## config.mk

```make
export PLATFORM = sky130hd
export DESIGN_NAME = bcd_time_editor
export DESIGN_NICKNAME = d
export VERILOG_FILES = /design/src/rtl/bcd_time_editor.sv
export SDC_FILE = /design/constraint.sdc
export NUM_CORES = 1
export LEC_CHECK = 0
export ABC_CLOCK_PERIOD_IN_PS = 3400
export CAP_MARGIN = 10
export CORE_ASPECT_RATIO = 1.75
export CORE_MARGIN = 2
export CORE_UTILIZATION = 55
export DETAILED_ROUTE_END_ITERATION = 6
export PLACE_DENSITY = 0.86
export SLEW_MARGIN = 5
export SYNTH_ARGS = -nofsm -noshare
export SYNTH_HDL_FRONTEND = slang
export SYNTH_SLANG_ARGS = --single-unit
```

## constraint.sdc

```tcl
create_clock -name clk -period 3.4 [get_ports clk]
set_input_delay 0.34 -clock clk [delete_from_list [all_inputs] [get_ports clk]]
set_output_delay 0.34 -clock clk [all_outputs]
set_load 0.02 [all_outputs]
```

## src/rtl/bcd_time_editor.sv

```systemverilog
// bcd_time_editor: push-button editor for a 4-digit BCD MM:SS word (optional auto-repeat: AUTO_REPEAT_EN)
module bcd_time_editor #(
   parameter int DEBOUNCE_CYCLES = 16,
   parameter int REPEAT_CYCLES   = 4096
) (
   input  logic        clk,
   input  logic        reset,
   input  logic        enable,
   input  logic [15:0] load_value,
   input  logic        push_u,
   input  logic        push_d,
   input  logic        push_l,
   input  logic        push_r,
   input  logic        push_m,
   output logic [15:0] num,
   output logic [3:0]  sel,
   output logic        finish,
   output logic        editing
);
   localparam int CW = $clog2(DEBOUNCE_CYCLES);
   localparam int U  = 0;
   localparam int DN = 1;
   localparam int L  = 2;
   localparam int R  = 3;
   localparam int M  = 4;

   if (DEBOUNCE_CYCLES < 2) begin : g_bad_debounce
      $error("DEBOUNCE_CYCLES must be at least 2");
   end
   if (REPEAT_CYCLES < 2) begin : g_bad_repeat
      $error("REPEAT_CYCLES must be at least 2");
   end

   typedef enum logic [1:0] {IDLE, EDIT, DONE} state_t;

   state_t          state_q, state_d;
   logic [15:0]     num_q, num_d;
   logic [3:0]      sel_q, sel_d;
   logic            fin_q, fin_d;
   logic            edit_q, edit_d;
   logic [4:0]      sync1_q, sync1_d;
   logic [4:0]      sync2_q, sync2_d;
   logic [4:0]      lvl_q, lvl_d;
   logic [4:0]      prev_q, prev_d;
   logic [CW-1:0]   cnt_q [5];
   logic [CW-1:0]   cnt_d [5];
   logic [4:0]      press;
   logic [4:0]      ev;
   logic [1:0]      pos;
   logic [3:0]      dig, lim, dig_up, dig_dn;

   // per-button sync, stability count and debounced level; events are debounced rising edges
   always_comb begin
      sync1_d = {push_m, push_r, push_l, push_d, push_u};
      sync2_d = sync1_q;
      prev_d  = lvl_q;
      lvl_d   = lvl_q;
      press   = lvl_q & ~prev_q;
      for (int i = 0; i < 5; i++) begin
         cnt_d[i] = (sync2_q[i] == lvl_q[i]) ? '0 : cnt_q[i] + CW'(1);
         if (sync2_q[i] != lvl_q[i] && cnt_q[i] == CW'(DEBOUNCE_CYCLES - 1)) begin
            lvl_d[i] = sync2_q[i];
            cnt_d[i] = '0;
         end
      end
   end

   // debouncer state registers
   always_ff @(posedge clk) begin
      if (reset) begin
         sync1_q <= '0;
         sync2_q <= '0;
         lvl_q   <= '0;
         prev_q  <= '0;
         cnt_q   <= '{default: '0};
      end else begin
         sync1_q <= sync1_d;
         sync2_q <= sync2_d;
         lvl_q   <= lvl_d;
         prev_q  <= prev_d;
         cnt_q   <= cnt_d;
      end
   end

`ifdef AUTO_REPEAT_EN
   localparam int RW = $clog2(REPEAT_CYCLES);
   logic [RW-1:0] rep_q, rep_d;
   logic          held, rep_fire;

   // repeat timer runs while u or d stays held in EDIT; any action or leaving EDIT restarts it
   always_comb begin
      held     = lvl_q[U] | lvl_q[DN];
      rep_fire = (state_q == EDIT) && held && (rep_q == RW'(REPEAT_CYCLES - 1));
      ev       = press | {3'b000, rep_fire & ~lvl_q[U] & lvl_q[DN], rep_fire & lvl_q[U]};
      rep_d    = (state_q != EDIT || !enable || !held || |ev) ? '0 : rep_q + RW'(1);
   end

   // repeat timer register
   always_ff @(posedge clk) begin
      rep_q <= reset ? '0 : rep_d;
   end
`else
   // one action per press
   always_comb begin
      ev = press;
   end
`endif

   // session FSM next state: abort beats commit beats up/down/left/right
   always_comb begin
      pos     = ~sel_q[3] ? 2'd3 : ~sel_q[2] ? 2'd2 : ~sel_q[1] ? 2'd1 : 2'd0;
      dig     = num_q[{pos, 2'b00} +: 4];
      lim     = pos[0] ? 4'd5 : 4'd9;
      dig_up  = (dig >= lim) ? 4'd0 : dig + 4'd1;
      dig_dn  = (dig == 4'd0 || dig > lim) ? lim : dig - 4'd1;
      state_d = state_q;
      num_d   = num_q;
      sel_d   = sel_q;
      fin_d   = 1'b0;
      edit_d  = edit_q;
      case (state_q)
         IDLE: begin
            if (enable) begin
               state_d = EDIT;
               num_d   = load_value;
               sel_d   = 4'b0111;
               edit_d  = 1'b1;
            end
         end
         EDIT: begin
            if (!enable) begin
               state_d = IDLE;
               sel_d   = 4'b1111;
               edit_d  = 1'b0;
            end else if (ev[M]) begin
               state_d = DONE;
               sel_d   = 4'b1111;
               edit_d  = 1'b0;
               fin_d   = 1'b1;
            end else if (ev[U]) begin
               num_d[{pos, 2'b00} +: 4] = dig_up;
            end else if (ev[DN]) begin
               num_d[{pos, 2'b00} +: 4] = dig_dn;
            end else if (ev[L]) begin
               sel_d = {sel_q[2:0], sel_q[3]};
            end else if (ev[R]) begin
               sel_d = {sel_q[0], sel_q[3:1]};
            end
         end
         DONE: begin
            state_d = enable ? DONE : IDLE;
         end
         default: begin
            state_d = IDLE;
            sel_d   = 4'b1111;
            edit_d  = 1'b0;
         end
      endcase
   end

   // FSM state and registered outputs
   always_ff @(posedge clk) begin
      if (reset) begin
         state_q <= IDLE;
         num_q   <= '0;
         sel_q   <= 4'b1111;
         fin_q   <= 1'b0;
         edit_q  <= 1'b0;
      end else begin
         state_q <= state_d;
         num_q   <= num_d;
         sel_q   <= sel_d;
         fin_q   <= fin_d;
         edit_q  <= edit_d;
      end
   end

   // output wiring
   always_comb begin
      num     = num_q;
      sel     = sel_q;
      finish  = fin_q;
      editing = edit_q;
   end
endmodule

```

-- After elaboration in Yosys (flattened, before gate mapping)
Cells that the tools add are included.
- bits in registers: 64
- bits of input ports: 24
- output and inout bits: 22
- word-level logic and storage cells: 113
- add/sub/neg operators: 8
- order comparisons: 2
- equality and inequality tests: 25
- shifts and indexed selects: 4
- multiplexer cells: 32
- bitwise gates (word level): 5
- reductions and logical operators: 19
- operator list (kind ; count):
    $mux 16 ; 5
    $mux 4 ; 10
    $bwmux 16 ; 2
    $pmux 16 s2 ; 1
    $shiftx 4x6->16 ; 2
    $add 4x1->4 const B ; 6
    $eq 4x4->1 const B ; 5
    $reduce_or 3->1 ; 6
    $shift 4x6->16 const A ; 1
    $shiftx 16x5->4 ; 1
    $mux 2 ; 6
    $pmux 4 s3 ; 1
    $reduce_and 5->1 ; 2
    $ne 4x4->1 const B ; 2
    $ne 2x2->1 const B ; 3
    $ne 3x3->1 const B ; 2
    $neg 4->6 ; 1
    $pmux 2 s3 ; 1
    $and 5x5->5 ; 1
    $eq 1x1->1 ; 5
    $logic_and 1x1->1 ; 5
    $mux 1 ; 5
    $ne 1x1->1 ; 5
    $ne 5x5->1 const B ; 1
    other kinds (14) ; 16

-- Longest topological paths before layout
- word-level depth: 14
- gate-level depth with buffers: 11
- mapped depth without buffers: 11

-- Worst setup path before layout
No wires, ideal clock.
- path type: reg2reg
- from: reg sel_q[2], in the netlist sel[2]
- to: reg num_q[11], in the netlist num[11]
- library setup time: 0.087 ns
- arrival: 2.713 ns
- required time: 3.313 ns
- setup slack: 0.600 ns
- cell stages (with the launch flop): 11
- buffers on the path: 0
- clock period less this slack: 2.800 ns
- path through: dfxtp_1 -> inv_1 -> o21ai_0 -> inv_1 -> ha_1 -> and2_2 -> a211oi_1 -> nand2_1 -> a21oi_1 -> a2111oi_2 -> o31ai_1
- word-level cells in the longest chain between the ends: 13
- RTL lines (what ; line ; text):
    start, declared ; 38 ; logic [3:0] sel_q, sel_d;
    start signal, assigned ; 172 ; sel_q <= sel_d;
    $mux 2 (*) (2 in series) ; 111 ; pos = ~sel_q[3] ? 2'd3 : ~sel_q[2] ? 2'd2 : ~sel_q[1] ? 2'd1 : 2'd0;
    $shiftx 16x5->4 / $mux 4 (equally long branches) ; 112, 113 ;
    $gt 4x4->1 / $logic_not 4->1 (equally long branches) ; 115 ; dig_dn = (dig == 4'd0 || dig > lim) ? lim : dig - 4'd1;
    $logic_or 1x1->1 ; 115 ;
    $mux 4 ; 115 ;
    $shiftx 4x6->16 ; 143 ; num_d[{pos, 2'b00} +: 4] = dig_dn;
    $bwmux 16 ; 143 ;
    $mux 16 ; 142 ; end else if (ev[DN]) begin
    $mux 16 (*) ; 140 ; end else if (ev[U]) begin
    $mux 16 (*) ; 135 ; end else if (ev[M]) begin
    $mux 16 (*) ; 131 ; if (!enable) begin
    $pmux 16 s2 (*) ; 121 ; case (state_q)
    end signal, assigned ; 171 ; num_q <= num_d;
    end, declared ; 37 ; logic [15:0] num_q, num_d;
Every way passes the cells marked *; elsewhere a longest branch is shown, timed or not. The select of a mux whose other input is x is not followed.
A chain may end at the register's enable or synchronous reset.

-- Final worst setup path
- from: reg sel_q[1], in the netlist sel[1]
- to: reg num_q[2], in the netlist num[2]
- word-level cells in the longest chain between the ends: 14
- RTL lines (what ; line):
    $mux 1 (*) ; 111
    $mux 2 (*) (2 in series) ; 111
    $shiftx 16x5->4 / $mux 4 (equally long branches) ; 112, 113
    $gt 4x4->1 / $logic_not 4->1 (equally long branches) ; 115
    $logic_or 1x1->1 ; 115
    $mux 4 ; 115
    $shiftx 4x6->16 ; 143
    $bwmux 16 ; 143
    $mux 16 ; 142
    $mux 16 (*) ; 140
    $mux 16 (*) ; 135
    $mux 16 (*) ; 131
    $pmux 16 s2 (*) ; 121
Marked as above.

==> results.yml <==
outcome:
  status: "finished, final reports clean"
grt:
  grt_remaining_overflow: 0
  grt_max_degree: 55
  grt_pass1_wl_um: 13300
  first_global_vias: 2882
  grt_usage_pct: 25.4
  antenna_found_initial: 0
route:
  drt_first_pass_iters: 7
  routed_via_density: 5.78
  wire_per_inst_um: 16.1
  drcViolationCount: 0
  drt_iter0_drc: 199
  postRouteAntennaNets: 0
  via_count: 2964
  postRouteWirelength_um: 8240
placement:
  place_congestion: 0.958
  dp_hpwl_um: 5980
  portBuffers: 45
timing:
  finalHoldWorstSlack_ns: 0.432
  slew_viol_final: 0
  slew_headroom_pct: 45.3
  worstMarginPinSlew_ns: 0.820
  fin_crit_ns: 3.03
  fin_tns_setup_ns: 0
  fin_crit_sh_pct: 89.2
  fmax_mhz: 330
  setup_viol: 0
  rsz0062_at_grt: "no"
  hold_viol: 0
  fin_worst_skew_ns: 0.00987
floorplanning:
  row_count: 37
  io-pin-count: 46
  die_h_um: 108
  die_x_um: 63.3
  initial_core_util_pct: 57.2
  core_um2: 5930
  die_area_um2: 6830
finish:
  layout.cells.most_common: "dfxtp_1"
  drive_above_1_share_pct: 10.3
  area_growth_pct: 19.9
  layout_common_cells: "dfxtp_1 (64), nor2_1 (50), clkdlybuf4s50_1 (45)"
  multi_input_area_um2: 1880
  num_antenna_cells: 0
  fin_nets: 476
  regArea_um2: 1280
  final_util_pct: 68.6
  fillers: 504
setup_path:
  cp.required_ns: 3.65
  arrival_ns: 3.28
  worstPathCellList: "mux2_4 -> a221oi_4 -> ha_1 -> inv_1 -> a211oi_1 -> o21ai_0 -> o311ai_1 -> nand3_1 -> a311oi_1"
  cpPeakStageDelay_ns: 0.53
  worstSetupPathType: "flop to flop"
  critPathCaptureType: "flop"
  ff2ff_setup_slack_ns: 0.37
  critPathLaunchType: "flop"
  crit_slowest_cell: "dfxtp_1"
  worstPathMaxFanout: 8
clock_tree:
  htree_levels: 3
  numCtsBuffers: 9
  ctsHoldBuffers: 0
  cts_root_buffer: "clkbuf_8"
  clk_pin_slew_ns: 0.07
  clockBufferDepth: 2
  cts_tree: "done"
  numClockSinks: 64
  post-cts-setup-buffer-count: 0
  clkLatencyLatePin_ns: 0.35
logic_synthesis:
  ys_seq_area_share_pct: 37.8
  synth-edff-count: 0
  ys_ff_latch: 64
  synthArstFlopShare_pct: 0
  synth_ff_type: "dfxtp_1"
  synth_area_um2: 3390
  postSynthCellCount: 385
  synth.distinct_cells: 63
  synth.avg_cell_area_um2: 8.80
  yosysWarnings: 0
  syn_nets: 428
power_and_ir_drop:
  power_switching_share_pct: 33.6
  p_int_uw: 1450
  p_comb_share_pct: 33.1
  leakage_uw: 0.00171
  pwr-share-seq_pct: 38.8
  p_total_uw: 2180
  p_sw_uw: 734
  p_per_area_nw_per_um2: 537
  ir_drop_uv: 304
  power_frac_clock_pct: 28.1
run:
  cap_violations: 0
worst_hold_path:
  hp-class: "flop to flop"
-- final cells by class --
type / count / area share [%]
Inverter: 31 / 3.02
Sequential cell: 64 / 31.5
Multi-Input combinational cell: 275 / 46.4
Timing Repair Buffer: 52 / 12.4
Clock buffer: 12 / 3.57
Clock inverter: 1 / 0.739
Tap cell: 78 / 2.40
-- synth_stat cells (2+ instances only) --
cell       number  area (um^2)
o22ai_1         2         12.5
a221oi_4        2         52.6
xnor2_1         5         43.8
buf_6           4         45.0
nand3b_1        4         30.0
and2b_1         2         15.0
o221a_2         2         22.5
a211o_1         4         35.0
mux2i_1         8         80.1
a31oi_1         3         18.8
mux2_4          2         30.0
nor2b_1        19          119
o2111ai_1       4         35.0
dfxtp_1        64         1280
a311oi_1        2         17.5
nor3_1         12         60.1
inv_1          26         97.6
o21ai_1         5         25.0
nand2_1         7         26.3
ha_1           19          238
nand3_1        13         65.1
inv_2           2         7.51
and3_1          3         18.8
inv_4           2         12.5
o21ai_0        19         95.1
xor2_1         10         87.6
nand2b_1       20          125
a21oi_1        20          100
a21boi_1        3         22.5
nor3b_1         4         30.0
clkbuf_1        8         30.0
and2b_2         2         17.5
nor2_1         50          188
a211oi_1        4         30.0
-- metal layers --
layer	track usage [%]	wire length, um	vias to the layer above
li1	-	-	1432
met1	25.8	3070	1375
met2	44.7	4240	116
met3	5.86	423	41
met4	18.5	511	0
met5	0	0	-
-- what timing repair did --
item,4_1_cts,5_1_grt
setup endpoints to repair,0,1
hold endpoints to repair,0,0
gates resized for setup,0,1
-- per-stage QoR --
stage               cells  area, um^2  worst slack [ns]
global route          513        4060             0.147
global placement      500        3880             0.336
CTS                   513        4060             0.235
floorplan             385        3390             0.600
finish                513        4060             0.368
detailed placement    500        3880             0.280
-- power by group through the flow --
stage	clock, uW	combinational (uW)	sequential [uW]
global placement	0	689	862
CTS	622	710	846
finish	613	723	847
detailed placement	0	702	863
global route	654	782	851
floorplan	0	464	880
-- worst paths after layout --
path	cells past startpoint	to	start
max	9	num[2]	sel[1]
min	1	sync2_q[2]	sync1_q[2]
max reg2reg	9	num[2]	sel[1]
min reg2reg	1	sync2_q[2]	sync1_q[2]
-- logic make-up (layout without fill, tap and decap cells) --
group / Yosys count / after routing / share of synthesized area, %
AOI/OAI and AO/OA: 86 / 86 / 18.5
muxes: 10 / 10 / 3.25
xor gates and xnor gates: 15 / 15 / 3.88
buffers and inverters: 46 / 96 / 6.72
DFF: 64 / 64 / 37.8
and+or+nand+nor: 145 / 145 / 22.8
adders and majority gates: 19 / 19 / 7.02
-- state kept, by name, indices dropped and copies added (netlist names), 2 cells and up --
| name | count |
|---|---|
| lvl_q | 5 |
| num | 16 |
| sync2_q | 5 |
| sel | 4 |
| cnt_q | 20 |
| sync1_q | 5 |
| prev_q | 5 |
| state_q | 2 |
-- worst max-delay path: cells and delay by family (launching register included) --
kind | cells | cell delay (ns)
AO/OA/AOI/OAI | 5 | 1.48
adder cells (fa/ha/maj) | 1 | 0.35
buffers and inverters | 1 | 0.10
flip-flops | 1 | 0.53
multiplexers | 1 | 0.35
AND/OR/NAND/NOR | 1 | 0.12
Note: power is estimated with default switching activity, not from simulation.
